### config.mk
export PLATFORM = sky130hd
export DESIGN_NAME = sdram_line_frontend
export DESIGN_NICKNAME = d
export VERILOG_FILES = /design/src/rtl/sdram_line_frontend.sv
export SDC_FILE = /design/constraint.sdc
export NUM_CORES = 1
export LEC_CHECK = 0
export CELL_PAD_IN_SITES_DETAIL_PLACEMENT = 0
export CELL_PAD_IN_SITES_GLOBAL_PLACEMENT = 1
export CORE_MARGIN = 3
export CORE_UTILIZATION = 50
export CTS_CLUSTER_DIAMETER = 80
export CTS_CLUSTER_SIZE = 24
export DETAILED_ROUTE_END_ITERATION = 7
export GPL_ROUTABILITY_DRIVEN = 0
export PLACE_DENSITY = 0.9
export SYNTH_ARGS = -nofsm -noshare
export SYNTH_HDL_FRONTEND = slang
export SYNTH_SLANG_ARGS = --single-unit
### constraint.sdc
create_clock -name sys_clk -period 7.23 [get_ports sys_clk]
set_input_delay 1.446 -clock sys_clk [delete_from_list [all_inputs] [get_ports sys_clk]]
set_output_delay 1.446 -clock sys_clk [all_outputs]
set_load 0.05 [all_outputs]
### src/rtl/sdram_line_frontend.sv
// One-line byte store between the 8-bit system bus and the SDRAM line-transfer port.
// Defining SDRAM_FE_FLUSH_EN adds flush/flush_done and the FLUSH_WB writeback state.
module sdram_line_frontend #(
    parameter int ADDR_WIDTH = 23,
    parameter int LINE_BYTES = 32
) (
    input  logic                                     sys_clk,
    input  logic                                     rst,
    input  logic                                     bus_sel,
    input  logic                                     bus_write,
    input  logic [ADDR_WIDTH-1:0]                    bus_addr,
    input  logic [7:0]                               bus_wdata,
    output logic [7:0]                               bus_rdata,
    output logic                                     bus_ready,
    output logic                                     line_req,
    output logic                                     line_we,
    output logic [ADDR_WIDTH-$clog2(LINE_BYTES)-1:0] line_addr,
    input  logic                                     line_ack,
    output logic [7:0]                               wb_data,
    output logic                                     wb_valid,
    input  logic                                     wb_ready,
`ifdef SDRAM_FE_FLUSH_EN
    input  logic                                     flush,
    output logic                                     flush_done,
`endif
    input  logic [7:0]                               fill_data,
    input  logic                                     fill_valid
);
    localparam int OFF_W = $clog2(LINE_BYTES);
    localparam int TAG_W = ADDR_WIDTH - OFF_W;
    localparam logic [OFF_W:0] CNT_FULL = (OFF_W + 1)'(LINE_BYTES);

    localparam logic [2:0] S_IDLE     = 3'd0;
    localparam logic [2:0] S_LOOKUP   = 3'd1;
    localparam logic [2:0] S_RESP     = 3'd2;
    localparam logic [2:0] S_WB       = 3'd3;
    localparam logic [2:0] S_FILL     = 3'd4;
`ifdef SDRAM_FE_FLUSH_EN
    localparam logic [2:0] S_FLUSH_WB = 3'd5;
`endif

    logic [2:0]       state_q, state_d;
    logic [OFF_W:0]   cnt_q, cnt_d;
    logic [TAG_W-1:0] tag_q, tag_d;
    logic [TAG_W-1:0] req_line_q, req_line_d;
    logic             valid_q, valid_d;
    logic             dirty_q, dirty_d;
    logic             ack_q, ack_d;
    logic             gap_q, gap_d;
    logic [7:0]       rdata_q, rdata_d;

    logic [7:0]       store_q [LINE_BYTES];
    logic             store_we;
    logic [OFF_W-1:0] store_waddr;
    logic [7:0]       store_wdata;

    logic [OFF_W-1:0] offset;
    logic [TAG_W-1:0] addr_line;
    logic             hit, wb_active, cnt_full, ack_seen;

    assign offset    = bus_addr[OFF_W-1:0];
    assign addr_line = bus_addr[ADDR_WIDTH-1:OFF_W];
    assign hit       = valid_q && (tag_q == addr_line);
    assign cnt_full  = (cnt_q == CNT_FULL);
`ifdef SDRAM_FE_FLUSH_EN
    assign wb_active = (state_q == S_WB) || (state_q == S_FLUSH_WB);
`else
    assign wb_active = (state_q == S_WB);
`endif

    // gap_q holds line_req low for one cycle between a writeback and its refill.
    assign line_req  = wb_active || ((state_q == S_FILL) && !gap_q);
    assign line_we   = wb_active;
    assign line_addr = wb_active ? tag_q : req_line_q;
    assign ack_seen  = ack_q || (line_req && line_ack);
    assign wb_valid  = wb_active && !cnt_full;
    assign wb_data   = wb_valid ? store_q[cnt_q[OFF_W-1:0]] : 8'h00;
    assign bus_ready = (state_q == S_RESP);
    assign bus_rdata = rdata_q;

    always_comb begin
        state_d     = state_q;
        cnt_d       = cnt_q;
        tag_d       = tag_q;
        req_line_d  = req_line_q;
        valid_d     = valid_q;
        dirty_d     = dirty_q;
        ack_d       = ack_q;
        gap_d       = gap_q;
        rdata_d     = rdata_q;
        store_we    = 1'b0;
        store_waddr = offset;
        store_wdata = bus_wdata;
`ifdef SDRAM_FE_FLUSH_EN
        flush_done  = 1'b0;
`endif
        if (line_req && line_ack) ack_d = 1'b1;
        if (wb_valid && wb_ready) cnt_d = cnt_q + 1'b1;

        case (state_q)
            S_IDLE: begin
                if (bus_sel) begin
                    state_d = S_LOOKUP;
                end
`ifdef SDRAM_FE_FLUSH_EN
                else if (flush) begin
                    if (valid_q && dirty_q) state_d = S_FLUSH_WB;
                    else flush_done = 1'b1;
                end
`endif
            end
            S_LOOKUP: begin
                req_line_d = addr_line;
                if (hit) begin
                    if (bus_write) begin
                        store_we = 1'b1;
                        dirty_d  = 1'b1;
                    end else begin
                        rdata_d = store_q[offset];
                    end
                    state_d = S_RESP;
                end else if (valid_q && dirty_q) begin
                    state_d = S_WB;
                end else begin
                    valid_d = 1'b0;
                    state_d = S_FILL;
                end
            end
            S_RESP: state_d = S_IDLE;
            S_WB: begin
                if (cnt_full && ack_seen) begin
                    dirty_d = 1'b0;
                    valid_d = 1'b0;
                    cnt_d   = '0;
                    ack_d   = 1'b0;
                    gap_d   = 1'b1;
                    state_d = S_FILL;
                end
            end
`ifdef SDRAM_FE_FLUSH_EN
            S_FLUSH_WB: begin
                if (cnt_full && ack_seen) begin
                    dirty_d    = 1'b0;
                    cnt_d      = '0;
                    ack_d      = 1'b0;
                    flush_done = 1'b1;
                    state_d    = S_IDLE;
                end
            end
`endif
            S_FILL: begin
                if (gap_q) begin
                    gap_d = 1'b0;
                end else begin
                    if (fill_valid && !cnt_full) begin
                        store_we    = 1'b1;
                        store_waddr = cnt_q[OFF_W-1:0];
                        store_wdata = fill_data;
                        cnt_d       = cnt_q + 1'b1;
                    end
                    // The re-lookup serves the held access, including write-allocate.
                    if (cnt_full && ack_seen) begin
                        tag_d   = req_line_q;
                        valid_d = 1'b1;
                        dirty_d = 1'b0;
                        cnt_d   = '0;
                        ack_d   = 1'b0;
                        state_d = S_LOOKUP;
                    end
                end
            end
            default: state_d = S_IDLE;
        endcase
    end

    always_ff @(posedge sys_clk) begin
        if (rst) begin
            state_q    <= S_IDLE;
            cnt_q      <= '0;
            tag_q      <= '0;
            req_line_q <= '0;
            valid_q    <= 1'b0;
            dirty_q    <= 1'b0;
            ack_q      <= 1'b0;
            gap_q      <= 1'b0;
            rdata_q    <= 8'h00;
        end else begin
            state_q    <= state_d;
            cnt_q      <= cnt_d;
            tag_q      <= tag_d;
            req_line_q <= req_line_d;
            valid_q    <= valid_d;
            dirty_q    <= dirty_d;
            ack_q      <= ack_d;
            gap_q      <= gap_d;
            rdata_q    <= rdata_d;
        end
    end

    always_ff @(posedge sys_clk) begin
        if (store_we) store_q[store_waddr] <= store_wdata;
    end
endmodule

==> results.yml, run 1 <==
routing:
  drtPass1Iterations: 5
  routed_wl_um: 40500
  ant_nets: 0
  drtIter0Drc: 1509
  vias_per_cell: 6.59
  drc: 0
  vias: 9951
  wire_per_inst_um: 26.8
final_layout:
  drive_gt1_share_pct: 15.9
  design_area_um2: 16700
  fin_cells: 1510
  final_core_util_pct: 57.2
  nNetsFinal: 1162
  synthToLayoutAreaGrowth_pct: 10.9
logic_synthesis:
  yosysWarnings: 0
  syn_inst: 1068
  synth_most_common_cell: "edfxtp_1"
  synth_top_area_share_pct: 50.9
  yosys.area.top_type: "edfxtp_1"
  ys_types: 53
  synth_area_um2: 15100
  ys_ff_latch: 313
  synthTopCellsByCount: "edfxtp_1 (256), nand2_1 (172), mux4_2 (117), nor2_1 (72), mux2i_1 (68)"
  synth-main-ff-cell: "edfxtp_1"
  async_reset_ff_share_pct: 0
  ys_seq_area_share_pct: 58.5
  syn_area_per_cell_um2: 14.1
  syn_nets: 1116
  yosys-top-cells-area: "edfxtp_1 (51%), mux4_2 (17%), dfxtp_1 (7.6%), mux2i_1 (4.5%), nand2_1 (4.3%)"
  synth_edf_count: 256
cts:
  clk_pin_slew_worst_paths_ps: 100
  cts_root_buf: "clkbuf_16"
  clkLatencyLatePin_ps: 520
  cts_hold_buffers: 0
  cts_resized: 0
  cts_buffers: 17
  cts.sinks: 313
  cts_tree: "done"
  cts_setup_buffers: 0
  htree_levels: 1
  clk_path_buf_depth: 3
run_status:
  status: "finished, final reports clean"
floorplan:
  core_um2: 29200
  die_area_um2: 32300
  start_util_pct: 51.6
  die_h_um: 180
  die_w_um: 180
  rows: 62
  pin_count: 84
setup_path:
  r2r_end: "store_q[5][4]"
  reg2reg_slack_ps: 2580
  worst_setup_path_start_kind: "flop"
  arrival_ps: 4060
  required_ps: 5780
  cp_max_fo: 52
  crit_buf_inv: 2
  critPathMaxStageDelay_ps: 1050
  cp_common_cell: "mux4_2"
  r2r.worst_path.cells: 8
  crit_slowest_cell: "dfxtp_4"
  crit_family: "multiplexers"
  worstPathCellList: "buf_4 > mux4_2 > mux4_2 > mux2i_1 > nor2_1 > clkdlybuf4s50_1"
  critPathCaptureType: "output port"
  worst-setup-path-type: "flop to output port"
  r2r_start: "cnt_q[0]"
timing:
  fin_crit_ps: 5510
  grt_setup_unrepaired: "no"
  fmax_ghz: 0.182
  slew_headroom_pct: 11.0
  hold_violations: 0
  worstMarginPinSlew_ps: 1330
  post-route-period-util_pct: 76.1
  final-setup-viol-count: 0
  setup_tns_ps: 0
  fin_skew_ps: 30.9
  drv_slew: 0
grt:
  grt_pass1_vias: 9768
  grt_use_total_pct: 24.8
  grt_max_degree: 67
  grt_overflow: 0
  grt_first_pass_wirelength_um: 61800
  antenna_found_initial: 0
hold_path:
  hold_path_depth: 2
  min-delay-path-class: "flop to flop"
  min_to: "tag_q[6]"
  min-delay-start: "req_line_q[6]"
power_and_ir_drop:
  vdd_drop_max_uv: 273
  powerDensity_nw_per_um2: 200
  leakage_nw: 5.37
  power.total_mw: 3.35
placement:
  port_buffers: 83
  hpwlAfterDp_um: 26900
  place_area_um2: 16200
  dp.cells: 1479
flow_run:
  drv_cap: 0
[cells by family after synthesis]
logic type	synth area share [%]
AND/OR/NAND/NOR	8.89
XOR/XNOR	1.10
flip-flops	58.5
buffers and inverters	2.60
AO/OA/AOI/OAI	6.68
adder cells (fa/ha/maj)	0.166
multiplexers	22.0
[registers in the layout, indices dropped and copies added, names as in the netlist, 3 cells and up]
register and count:
bus_rdata 8, cnt_q 6, req_line_q 18, state_q 3, store_q 256, tag_q 18
[report_power, final]
| part | internal, mW | switching, mW | total (mW) |
|---|---|---|---|
| Combinational | 0.114 | 0.190 | 0.305 |
| Clock | 0.488 | 0.575 | 1.06 |
| Sequential | 1.96 | 0.0141 | 1.98 |
| Total | 2.57 | 0.779 | 3.35 |
[routing by layer]
layer | GRT usage [%] | up-vias | wire length, um
met4 | 8.14 | 0 | 1510
met1 | 35.4 | 4940 | 15700
met3 | 7.32 | 78 | 5080
met2 | 37.2 | 692 | 18200
met5 | 0 | - | 0
li1 | - | 4241 | -
[worst min-delay path: cells and delay by family, from the launching register on]
| kind | cells | cell delay (ps) |
|---|---|---|
| and+or+nand+nor | 1 | 50 |
| AOI/OAI and AO/OA | 1 | 50 |
| DFF | 1 | 330 |
[cell type report]
class | count | area (um^2)
Timing Repair Buffer | 104 | 980
Clock buffer | 25 | 457
Sequential cell | 313 | 8830
Fill cell | 2270 | 12500
Inverter | 9 | 33.8
Clock inverter | 5 | 61.3
Antenna cell | 1 | 2.50
Multi-Input combinational cell | 669 | 5890
Tap cell | 384 | 480
[worst max path at each step]
| stage | cells after the start | end | startpoint | slack [ps] |
|---|---|---|---|---|
| floorplan | 10 | wb_data[0] | cnt_q[1] | 3280 |
| global placement | 6 | wb_data[5] | cnt_q[0] | 2200 |
| detailed placement | 7 | store_q[12][2] | bus_addr[22] | 2130 |
| CTS | 6 | wb_data[5] | cnt_q[0] | 1630 |
| global route | 6 | wb_data[5] | cnt_q[0] | 1450 |
| finish | 6 | wb_data[2] | cnt_q[0] | 1720 |
[per-stage QoR]
| step | worst slack [ps] | hold slack, ps |
|---|---|---|
| detailed placement | 2130 | 462 |
| global route | 1450 | 488 |
| floorplan | 3280 | 445 |
| global placement | 2200 | 450 |
| CTS | 1630 | 471 |
| finish | 1720 | 474 |
[cell usage in the layout (no fill, tap or decap), drive strengths merged, types with 2 or more instances in the layout]
| master | Yosys | layout |
|---|---|---|
| a32oi | 2 | 2 |
| and2 | 2 | 2 |
| edfxtp | 256 | 256 |
| clkdlybuf4s50 | 0 | 80 |
| clkbuf | 43 | 25 |
| o21ai | 30 | 30 |
| nor4 | 4 | 4 |
| a31oi | 3 | 3 |
| nand4 | 2 | 2 |
| xor2 | 19 | 19 |
| mux2i | 68 | 68 |
| o31ai | 3 | 3 |
| nand2b | 7 | 7 |
| or3 | 2 | 2 |
| a22oi | 14 | 14 |
| a21oi | 49 | 49 |
| o211ai | 5 | 5 |
| a311oi | 2 | 2 |
| a221o | 5 | 5 |
| nor2 | 73 | 73 |
| nor3b | 10 | 10 |
| mux4 | 117 | 117 |
| dfxtp | 57 | 57 |
| nand2 | 172 | 172 |
| ha | 2 | 2 |
| a221oi | 27 | 27 |
| nor2b | 4 | 4 |
| inv | 9 | 12 |
| o22ai | 4 | 4 |
| buf | 34 | 24 |
| nand3 | 14 | 14 |
| or2 | 2 | 2 |
| and3 | 5 | 5 |
| nor3 | 10 | 10 |
Note: power is estimated with default switching activity, not from simulation.
==> run 2, diff against run 1 <==
==> constraint.sdc (replaced) <==
create_clock -name sys_clk -period 5.7 [get_ports sys_clk]
set_input_delay 1.14 -clock sys_clk [delete_from_list [all_inputs] [get_ports sys_clk]]
set_output_delay 1.14 -clock sys_clk [all_outputs]
set_load 0.05 [all_outputs]
==> run 2 against run 1 <==
Sequential share of layout area decreased by 0.33 points. Register-to-register slack got worse by 1500 ps. Final cell count increased by 0.40%. Critical endpoint is now wb_data[3]. Critical path depth unchanged. Combinational power increased by 28%. Design area increased by 0.64%. Power increased by 30%.
==> results.yml, run 2 (synthesized netlist as in run 1, its figures left out) <==
run_status:
  status: "finished, final reports clean"
final_layout:
  diodes: 0
  largest_register_ffs: 256
  nNetsFinal: 1168
  layout_commonest_cell: "edfxtp_1"
  synthToLayoutAreaGrowth_pct: 11.6
  top_register: "store_q"
  largest_registers: "store_q (256), req_line_q (18), tag_q (18)"
  mostFrequentLayoutCells: "edfxtp_1 (256), nand2_1 (172), mux4_2 (117)"
  drive_gt1_share_pct: 16.4
  design_area_um2: 16800
placement:
  hpwlAfterDp_um: 26500
  port_buffers: 83
  place_area_um2: 16300
timing:
  fin_crit_ps: 5220
  worstMarginPinSlew_ps: 1260
  slew_headroom_pct: 15.6
  post-route-period-util_pct: 91.6
  hold_violations: 0
  fmax_ghz: 0.192
  grt_setup_unrepaired: "no"
  drv_slew: 0
  fin_skew_ps: 33.5
  final-setup-viol-count: 0
  setup_tns_ps: 0
cts:
  cts_resized: 0
  cts_buffers: 18
  cts_root_buf: "clkbuf_16"
  clkLatencyLatePin_ps: 540
  cts_hold_buffers: 0
  cts_setup_buffers: 0
  clk_pin_slew_worst_paths_ps: 100
  cts.sinks: 313
  clk_path_buf_depth: 3
  htree_levels: 1
  cts_tree: "done"
setup_path:
  required_ps: 4560
  worst_setup_path_start_kind: "flop"
  critPathCaptureType: "output port"
  arrival_ps: 4080
  cp_max_fo: 47
  worst-setup-path-type: "flop to output port"
power_and_ir_drop:
  powerDensity_nw_per_um2: 258
  power_frac_comb_pct: 9.0
  p_int_mw: 3.30
  leakage_nw: 5.43
  vdd_drop_max_uv: 265
  p_clk_share_pct: 33.2
  swShare_pct: 23.9
  seqPwrFrac_pct: 57.8
  p_sw_mw: 1.04
floorplan:
  die_w_um: 180
  pin_count: 84
  core_um2: 29200
  die_h_um: 180
  rows: 62
  start_util_pct: 51.6
  die_area_um2: 32300
routing:
  ant_nets: 0
  vias: 9868
  vias_per_cell: 6.51
  drtPass1Iterations: 5
  drtIter0Drc: 1269
  routed_wl_um: 40000
  drc: 0
  wire_per_inst_um: 26.4
grt:
  grt_max_degree: 58
  grt_use_total_pct: 24.5
  grt_pass1_vias: 9706
  grt_first_pass_wirelength_um: 61400
  grt_overflow: 0
  antenna_found_initial: 0
hold_path:
  min-delay-path-class: "flop to flop"
flow_run:
  drv_cap: 0
run 2: cell types whose count changed in the layout (fill, tap and decap cells not counted):
cell	previous run	this run
bufinv_16	1	0
clkbuf_16	17	20
inv_12	0	1
buf_4	21	25
buf_12	0	1
clkbuf_2	1	0
inv_8	0	1
diode_2	1	0
inv_6	3	2
run 2: power by group through the flow:
stage / Combinational [mW] / Sequential, mW / Clock (mW)
2_1_floorplan: 0.248 / 2.55 / 0
3_3_place_gp: 0.380 / 2.56 / 0
3_5_place_dp: 0.387 / 2.56 / 0
4_1_cts: 0.388 / 2.51 / 1.44
5_1_grt: 0.417 / 2.51 / 1.54
6_report: 0.391 / 2.51 / 1.44
run 2: final timing paths:
check	from	end	slack (ps)	cells past startpoint
hold reg to reg	req_line_q[0]	tag_q[0]	470	2
setup reg to reg	cnt_q[0]	store_q[13][5]	1120	8
setup / recovery	cnt_q[0]	wb_data[3]	480	6
hold / removal	req_line_q[0]	tag_q[0]	470	2
run 2: per-stage QoR:
step / hold slack [ps] / cells / total power [mW] / worst slack [ps] / util [%]
final: 472 / 1516 / 4.34 / 481 / 57.6
after global routing: 497 / 1516 / 4.47 / 300 / 57.6
after CTS: 472 / 1516 / 4.34 / 419 / 57.6
after detailed placement: 459 / 1484 / 2.95 / 958 / 55.6
after global placement: 452 / 1484 / 2.94 / 1040 / 55.6
after floorplan: 445 / 1068 / 2.80 / 2060 / -
run 2: cell type report:
cell class              count  area [um^2]
well taps                 384          480
repair buffers            109         1030
inverters                   9         33.8
multi-input cells         669         5890
flip-flops and latches    313         8830
clock buffers              27          527
clock inverters             5         50.0
fillers                  2271        12400
run 2: per-layer routing:
| layer | share of wire (%) | GRT usage (%) |
|---|---|---|
| met3 | 11 | 5.46 |
| met4 | 3.4 | 8.04 |
| met1 | 40 | 35.1 |
| met2 | 46 | 37.7 |
| met5 | 0 | 0 |
run 2: worst max-delay path, stage by stage (launching register included):
cell and delay (ps):
dfxtp_4 990, buf_4 390, mux4_2 560, mux4_2 480
mux2i_1 320, nor2_1 80, clkdlybuf4s50_1 710
